--- src/rtl/fifo_prog.sv ---
// Single-clock FIFO with exact occupancy, programmable almost-full/almost-empty
// thresholds, sticky error flags and read-valid strobe. Define FIFO_PROG_FWFT_EN for first-word-fall-through reads.
module fifo_prog #(
  parameter int WORD_WIDTH = 8,
  parameter int DEPTH      = 128,
  parameter int CW         = $clog2(DEPTH+1)
) (
  input  logic                  clk,
  input  logic                  reset,
  input  logic                  i_w_en,
  input  logic [WORD_WIDTH-1:0] i_w_data,
  input  logic                  i_r_en,
  input  logic [CW-1:0]         i_afull_thresh,
  input  logic [CW-1:0]         i_aempty_thresh,
  input  logic                  i_clr_err,
  output logic [WORD_WIDTH-1:0] o_r_data,
  output logic                  o_r_valid,
  output logic [CW-1:0]         o_count,
  output logic                  o_full,
  output logic                  o_afull,
  output logic                  o_empty,
  output logic                  o_aempty,
  output logic                  o_overflow,
  output logic                  o_underflow
);

  localparam int PW = $clog2(DEPTH);

  logic [WORD_WIDTH-1:0] mem [DEPTH];
  logic [PW-1:0]         wr_ptr, rd_ptr;
  logic [CW-1:0]         count, count_nxt;
  logic                  rd_ok, wr_ok;

  assign o_count  = count;
  assign o_full   = (count == CW'(DEPTH));
  assign o_empty  = (count == '0);
  assign o_afull  = (count >= i_afull_thresh);
  assign o_aempty = (count <= i_aempty_thresh);

  // A read frees a slot in the same edge, so a full FIFO may still accept a write.
  assign rd_ok = i_r_en && !o_empty;
  assign wr_ok = i_w_en && (!o_full || rd_ok);

  always_comb begin
    count_nxt = count;
    unique case ({wr_ok, rd_ok})
      2'b10:   count_nxt = count + CW'(1);
      2'b01:   count_nxt = count - CW'(1);
      default: count_nxt = count;
    endcase
  end

  always_ff @(posedge clk) begin
    if (wr_ok) mem[wr_ptr] <= i_w_data;
  end

  always_ff @(posedge clk or posedge reset) begin
    if (reset) begin
      wr_ptr      <= '0;
      rd_ptr      <= '0;
      count       <= '0;
      o_overflow  <= 1'b0;
      o_underflow <= 1'b0;
    end else begin
      count <= count_nxt;
      if (wr_ok) wr_ptr <= (wr_ptr == PW'(DEPTH-1)) ? '0 : wr_ptr + PW'(1);
      if (rd_ok) rd_ptr <= (rd_ptr == PW'(DEPTH-1)) ? '0 : rd_ptr + PW'(1);
      // A new error event in the same cycle as a clear keeps the flag set.
      o_overflow  <= (o_overflow  && !i_clr_err) || (i_w_en && !wr_ok);
      o_underflow <= (o_underflow && !i_clr_err) || (i_r_en && !rd_ok);
    end
  end

`ifdef FIFO_PROG_FWFT_EN
  assign o_r_data  = o_empty ? '0 : mem[rd_ptr];
  assign o_r_valid = !o_empty;
`else
  always_ff @(posedge clk or posedge reset) begin
    if (reset) begin
      o_r_data  <= '0;
      o_r_valid <= 1'b0;
    end else begin
      o_r_valid <= rd_ok;
      if (rd_ok) o_r_data <= mem[rd_ptr];
    end
  end
`endif

endmodule

--- config.mk ---
export PLATFORM = sky130hd
export DESIGN_NAME = fifo_prog
export DESIGN_NICKNAME = d
export VERILOG_FILES = /design/src/rtl/fifo_prog.sv
export SDC_FILE = /design/constraint.sdc
export NUM_CORES = 1
export LEC_CHECK = 0
export BUFFER_PORTS_ARGS = -buffer_cell sky130_fd_sc_hd__buf_2
export CAP_MARGIN = 20
export CORE_AREA = 2 2 256 258
export CTS_CLUSTER_SIZE = 20
export DETAILED_ROUTE_END_ITERATION = 10
export DIE_AREA = 0 0 258 260
export PLACE_DENSITY = 0.82
export SYNTH_ARGS = -nofsm -noshare
export SYNTH_HDL_FRONTEND = slang
export SYNTH_SLANG_ARGS = --single-unit
export TNS_END_PERCENT = 30
--- constraint.sdc ---
create_clock -name clk -period 7.9 [get_ports clk]
set_input_delay 1.58 -clock clk [delete_from_list [all_inputs] [get_ports clk]]
set_output_delay 1.58 -clock clk [all_outputs]
set_load 0.02 [all_outputs]
# Yosys cells after proc, flatten, opt, wreduce, memory -nomap -nowiden
# Memory sizes are Yosys's and may differ from the RTL's. A register that Yosys moved wholly into a read port is not among the register bits.
# Cells that the tools add are included.
# W data, S select, Z words.
# op_classes
add_sub_neg,4
n_lt_le_gt_ge,2
n_eq_ne,5
mux,5
n_reduce_logical,16
# ops
cell,count
$pmux W8 S2,1
$add A7 B1 Y7 const B,2
$eq A7 B7 Y1 const B,2
$mux W7,2
$add A8 B1 Y8 const B,1
$eq A8 B8 Y1 const B,1
$ge A8 B8 Y1,1
$le A8 B8 Y1,1
$logic_not A8 Y1,1
$sub A8 B1 Y8 const B,1
$logic_and A1 B1 Y1,6
$logic_not A1 Y1,5
$logic_or A1 B1 Y1,3
$eq A2 B1 Y1 const B,1
$eq A2 B2 Y1 const B,1
$mux W1,2
$reduce_bool A2 Y1,1
# word_totals
register_bits,25
ram_bits,1024
inputBits,29
output_inout_bits,23
elab_cells,39
mem_count,1
# memory_table
name,words,word_bits,rd,rd_clocked_by_memory_dff,wr,line,rtl
mem,128,8,1,1,1,29,logic [WORD_WIDTH-1:0] mem [DEPTH];

# Longest topological paths before layout
# logic_depth
depth_word,8
mapped_depth,14
ltp_nobuf,14

# Worst setup path before layout
# No wires, ideal clock.
# synth_timing
path_type,input to output
from,input i_aempty_thresh[1]
to,output o_aempty
arrival_time_ns,2.765
t_required_ns,6.320
path_slack_ns,3.555
path_stages,9
path_buffers,0
cell_sequence,inv_1 ha_1 nor2b_1 o21a_1 o21ai_0 nand2b_1 a21oi_1 o21ai_0 o21ai_0
# synth_between
elab_chain_len,1
# synth_rtl
element,line,rtl
start: declaration,14,"input logic [CW-1:0] i_aempty_thresh,"
$le A8 B8 Y1,38,assign o_aempty = (count <= i_aempty_thresh);
end: declaration,22,"output logic o_aempty,"
# No other way between the ends.

# Worst setup path in the final report
# layout_timing
from,input i_afull_thresh[0]
to,output o_afull
# layout_between
elab_chain_len,1
# layout_rtl
element,line,rtl
start: declaration,13,"input logic [CW-1:0] i_afull_thresh,"
$ge A8 B8 Y1,37,assign o_afull = (count >= i_afull_thresh);
end: declaration,20,"output logic o_afull,"
# No other way between the ends.

==> results by group <==
Drt
  – Overall via count from detail_route: 22100
  – Post-route ant nets: 0
  – Initial DRC Count: 3322
  – Count of unresolved DRC violations after routing: 0
  – Pre-antenna DRT Iters: 6
  – Average wire length per cell after detail routing: 30.2 um
  – Post-detailed-routing wire length: 97700 um
  – Average vias per placed instance: 6.83

Finish
  – Growth of design area from synthesis to finish: 10.0%
  – Cell area after layout: 46200 um2
  – Proportion of layout cells with a drive suffix above 1: 18.3%
  – Net total in the final layout: 2350
  – Count of inserted antenna diode cells: 0
  – Most common cell after layout, fill and taps aside: sky130_fd_sc_hd__edfxtp_1
  – Filler-free cell count of the finished design: 3232
  – Most frequent cells in the layout: 1024 x sky130_fd_sc_hd__edfxtp_1, 190 x sky130_fd_sc_hd__mux2i_1, 175 x sky130_fd_sc_hd__mux4_2
  – Final core area utilization: 72.0%

Placement
  – Post-DP HPWL: 55700 um
  – Inst Count DP: 3049
  – GPL Wtd Cong: 0.905
  – Number of buffers inserted by port buffering: 51
  – Cell area reported after detailed placement: 42900 um2

Status
  – Run status: finished, final reports clean

Synthesis
  – Area share of xor/xnor cells in the synthesized design: 0.271%
  – Flip-flop and latch count after synthesis: 1057
  – Post-Synthesis Cells: 2232
  – Synthesized area per cell: 18.8 um2
  – Count of warnings emitted by yosys: 0
  – Area fraction in compound gates after synthesis: 4.12%
  – Flip-flop cell with the highest count after synthesis: sky130_fd_sc_hd__edfxtp_1
  – Dominant combinational cell family by area after synthesis: multiplexers
  – Share of flip-flops with an asynchronous set or reset: 3.12%
  – Post-synthesis mux area share: 14.0%
  – Adder-Cell Fraction of Synth Area: 0.763%
  – Post-Synth Simple-Gate Area: 3.68%
  – Post-synthesis net count: 2286
  – Count of flip-flops with a built-in enable after synthesis: 1024
  – Syn Std Cell Area: 42000 um2
  – Library cells used by synthesis: 49
  – Seq/Total Area, Yosys: 75.3%

Clocking
  – Number of buffers created by CTS: 98
  – Hold bufs inserted after CTS: 0
  – Maximum level of the CTS H-tree: 3
  – Maximum count of clock buffers along a single path: 3
  – Count of clock tree sinks: 1057
  – Clock Latency Late Sink: 670 ps
  – CTS tree: done
  – Root buffer selected by CTS: sky130_fd_sc_hd__clkbuf_16
  – Setup Fix Bufs, Post-CTS: 0
  – Post-cts resize count: 0
  – Clock slew seen by the registers of the worst setup and hold paths: 60 ps

STA
  – Aggregate negative setup slack: 0 ps
  – Setup skew after layout: 29.6 ps
  – Rel. slew slack: 25.2%
  – Final period demand of the worst path: 4640 ps
  – Highest attainable clock frequency: 216 MHz
  – Final count of hold timing violations: 0
  – Worst-margin pin slew: 1120 ps
  – RSZ-0062 raised after global routing: no
  – Final setup violating endpoints: 0
  – Ratio of final minimum period to clock period: 58.7%
  – Fin. max-slew vios: 0

Worst hold path
  – Worst Hold Path EP: o_overflow
  – Number of cells traversed by the worst hold path: 2
  – Worst min-delay path startpoint: o_overflow
  – Worst min-delay path class: reg2reg

Floorplan
  – Height of the die: 260 um
  – IO Count: 52
  – Die extent in x: 258 um
  – Effective utilization at floorplan: 65.4%
  – Placeable Area: 64100 um2
  – Number of rows created at floorplan: 93
  – Die footprint: 67100 um2

Pwr
  – Worst VDD drop: 0.000219 V
  – Power density of the placed cells: 315 nW/um2
  – Overall power consumption: 0.0146 W
  – Leakage: 15.0 nW

Worst setup path
  – Crit path max fanout: 1
  – Cell with the biggest individual delay on the critical path: sky130_fd_sc_hd__ha_1
  – Critical path required time: 6320 ps
  – Critical Path Source Type: primary input
  – Worst reg-to-reg setup slack: 3790 ps
  – Nature of the critical path endpoint: primary output
  – Kind of critical path: in2out
  – Buffering stage count on the worst path with inverters included: 2
  – Register-to-Register Path Depth: 7
  – Reg-to-reg startpoint: rd_ptr[1]
  – Reg-to-reg endpoint: o_r_data[7]
  – Max stage delay on crit path: 270 ps
  – Cell chain of the critical path: buf_2 -> ha_1 -> nand2b_1 -> a21o_1 -> a21o_1 -> a21oi_1 -> nor2b_1 -> o21ai_0 -> a21oi_1 -> buf_2
  – Critical Path AT: 3060 ps
  – Kind of cell with the highest combined delay on the critical path: compound AO/OA/AOI/OAI gates

Global route
  – Antenna violations before repair: 0
  – Via count of the first global-routing pass: 22500
  – Total grt overflow: 0
  – Maximum number of pins on one net before global-route repair: 105
  – Overall track demand over capacity in global routing: 29.6%
  – Global-route wire length before repair: 144000 um

Flow run
  – Max Cap Viol: 0
## registers in the layout (all words and copies together) (netlist names)
signal and count:
mem 1024, o_count 8, o_r_data 8, rd_ptr 7
wr_ptr 7, o_overflow 1, o_r_valid 1, o_underflow 1
## Yosys cell counts (27+ instances only)
cell type | instances | area share [%]
sky130_fd_sc_hd__nor2_1 | 156 | 1.4
sky130_fd_sc_hd__o21ai_0 | 35 | 0.42
sky130_fd_sc_hd__clkbuf_1 | 37 | 0.33
sky130_fd_sc_hd__buf_2 | 51 | 0.61
sky130_fd_sc_hd__edfxtp_1 | 1024 | 73
sky130_fd_sc_hd__o22ai_1 | 55 | 0.82
sky130_fd_sc_hd__a22oi_1 | 48 | 0.86
sky130_fd_sc_hd__inv_1 | 27 | 0.24
sky130_fd_sc_hd__nand3_1 | 63 | 0.75
sky130_fd_sc_hd__dfrtp_1 | 33 | 2.0
sky130_fd_sc_hd__mux2i_1 | 190 | 4.5
sky130_fd_sc_hd__a21oi_1 | 51 | 0.61
sky130_fd_sc_hd__mux4_2 | 175 | 9.4
sky130_fd_sc_hd__nand2_1 | 88 | 0.79
## metrics by stage
step                setup slack [ps]  hold WS, ps
floorplan                       3550          474
global placement                3230          495
detailed placement              3270          520
CTS                             3270          529
global route                    3180          550
finish                          3260          526
## area by class of cell
cell class | count | area [um2]
Clock inverter | 62 | 598
Tap cell | 855 | 1070
Inverter | 28 | 105
Timing Repair Buffer | 88 | 593
Clock buffer | 119 | 2590
Sequential cell | 1057 | 31600
Multi-Input combinational cell | 1023 | 9600
Fill cell | 3554 | 18000
## logic make-up after synthesis
family	Yosys count
flip-flops	1057
multiplexers	367
AND/OR/NAND/NOR	358
AO/OA/AOI/OAI	260
buffers and inverters	152
adder cells (fa/ha/maj)	25
XOR/XNOR	13
## layer usage
metal  global-route usage [%]  up-vias  part of all wire, %
met5                        0        -                    0
met4                     13.8        0                  4.8
met3                     6.10      290                   11
met2                     46.8     1515                   48
met1                     40.3    11100                   36
li1                         -     9119                    -
## worst reg2reg max path, stage by stage, from the launching register on
cell                       delay, ps
sky130_fd_sc_hd__dfrtp_4        1080
sky130_fd_sc_hd__buf_4           760
sky130_fd_sc_hd__buf_4           650
sky130_fd_sc_hd__mux4_2          420
sky130_fd_sc_hd__a211oi_1        460
sky130_fd_sc_hd__a21oi_1         150
sky130_fd_sc_hd__a211oi_1        330
sky130_fd_sc_hd__nor3_1          110
## where the power goes
part           total [W]  internal (W)  switching (W)
Combinational    0.00325       0.00117        0.00208
Clock            0.00472       0.00267        0.00205
Sequential       0.00659       0.00631       0.000280
## worst max-delay path by stage
stage / slack (ps) / depth (start not counted) / from / endpoint
2_1_floorplan: 3550 / 9 / i_aempty_thresh[1] / o_aempty
3_3_place_gp: 3230 / 10 / i_afull_thresh[0] / o_afull
4_1_cts: 3270 / 10 / i_afull_thresh[0] / o_afull
3_5_place_dp: 3270 / 10 / i_afull_thresh[0] / o_afull
6_report: 3260 / 10 / i_afull_thresh[0] / o_afull
5_1_grt: 3180 / 10 / i_afull_thresh[0] / o_afull
(Power assumes the default switching activity.)
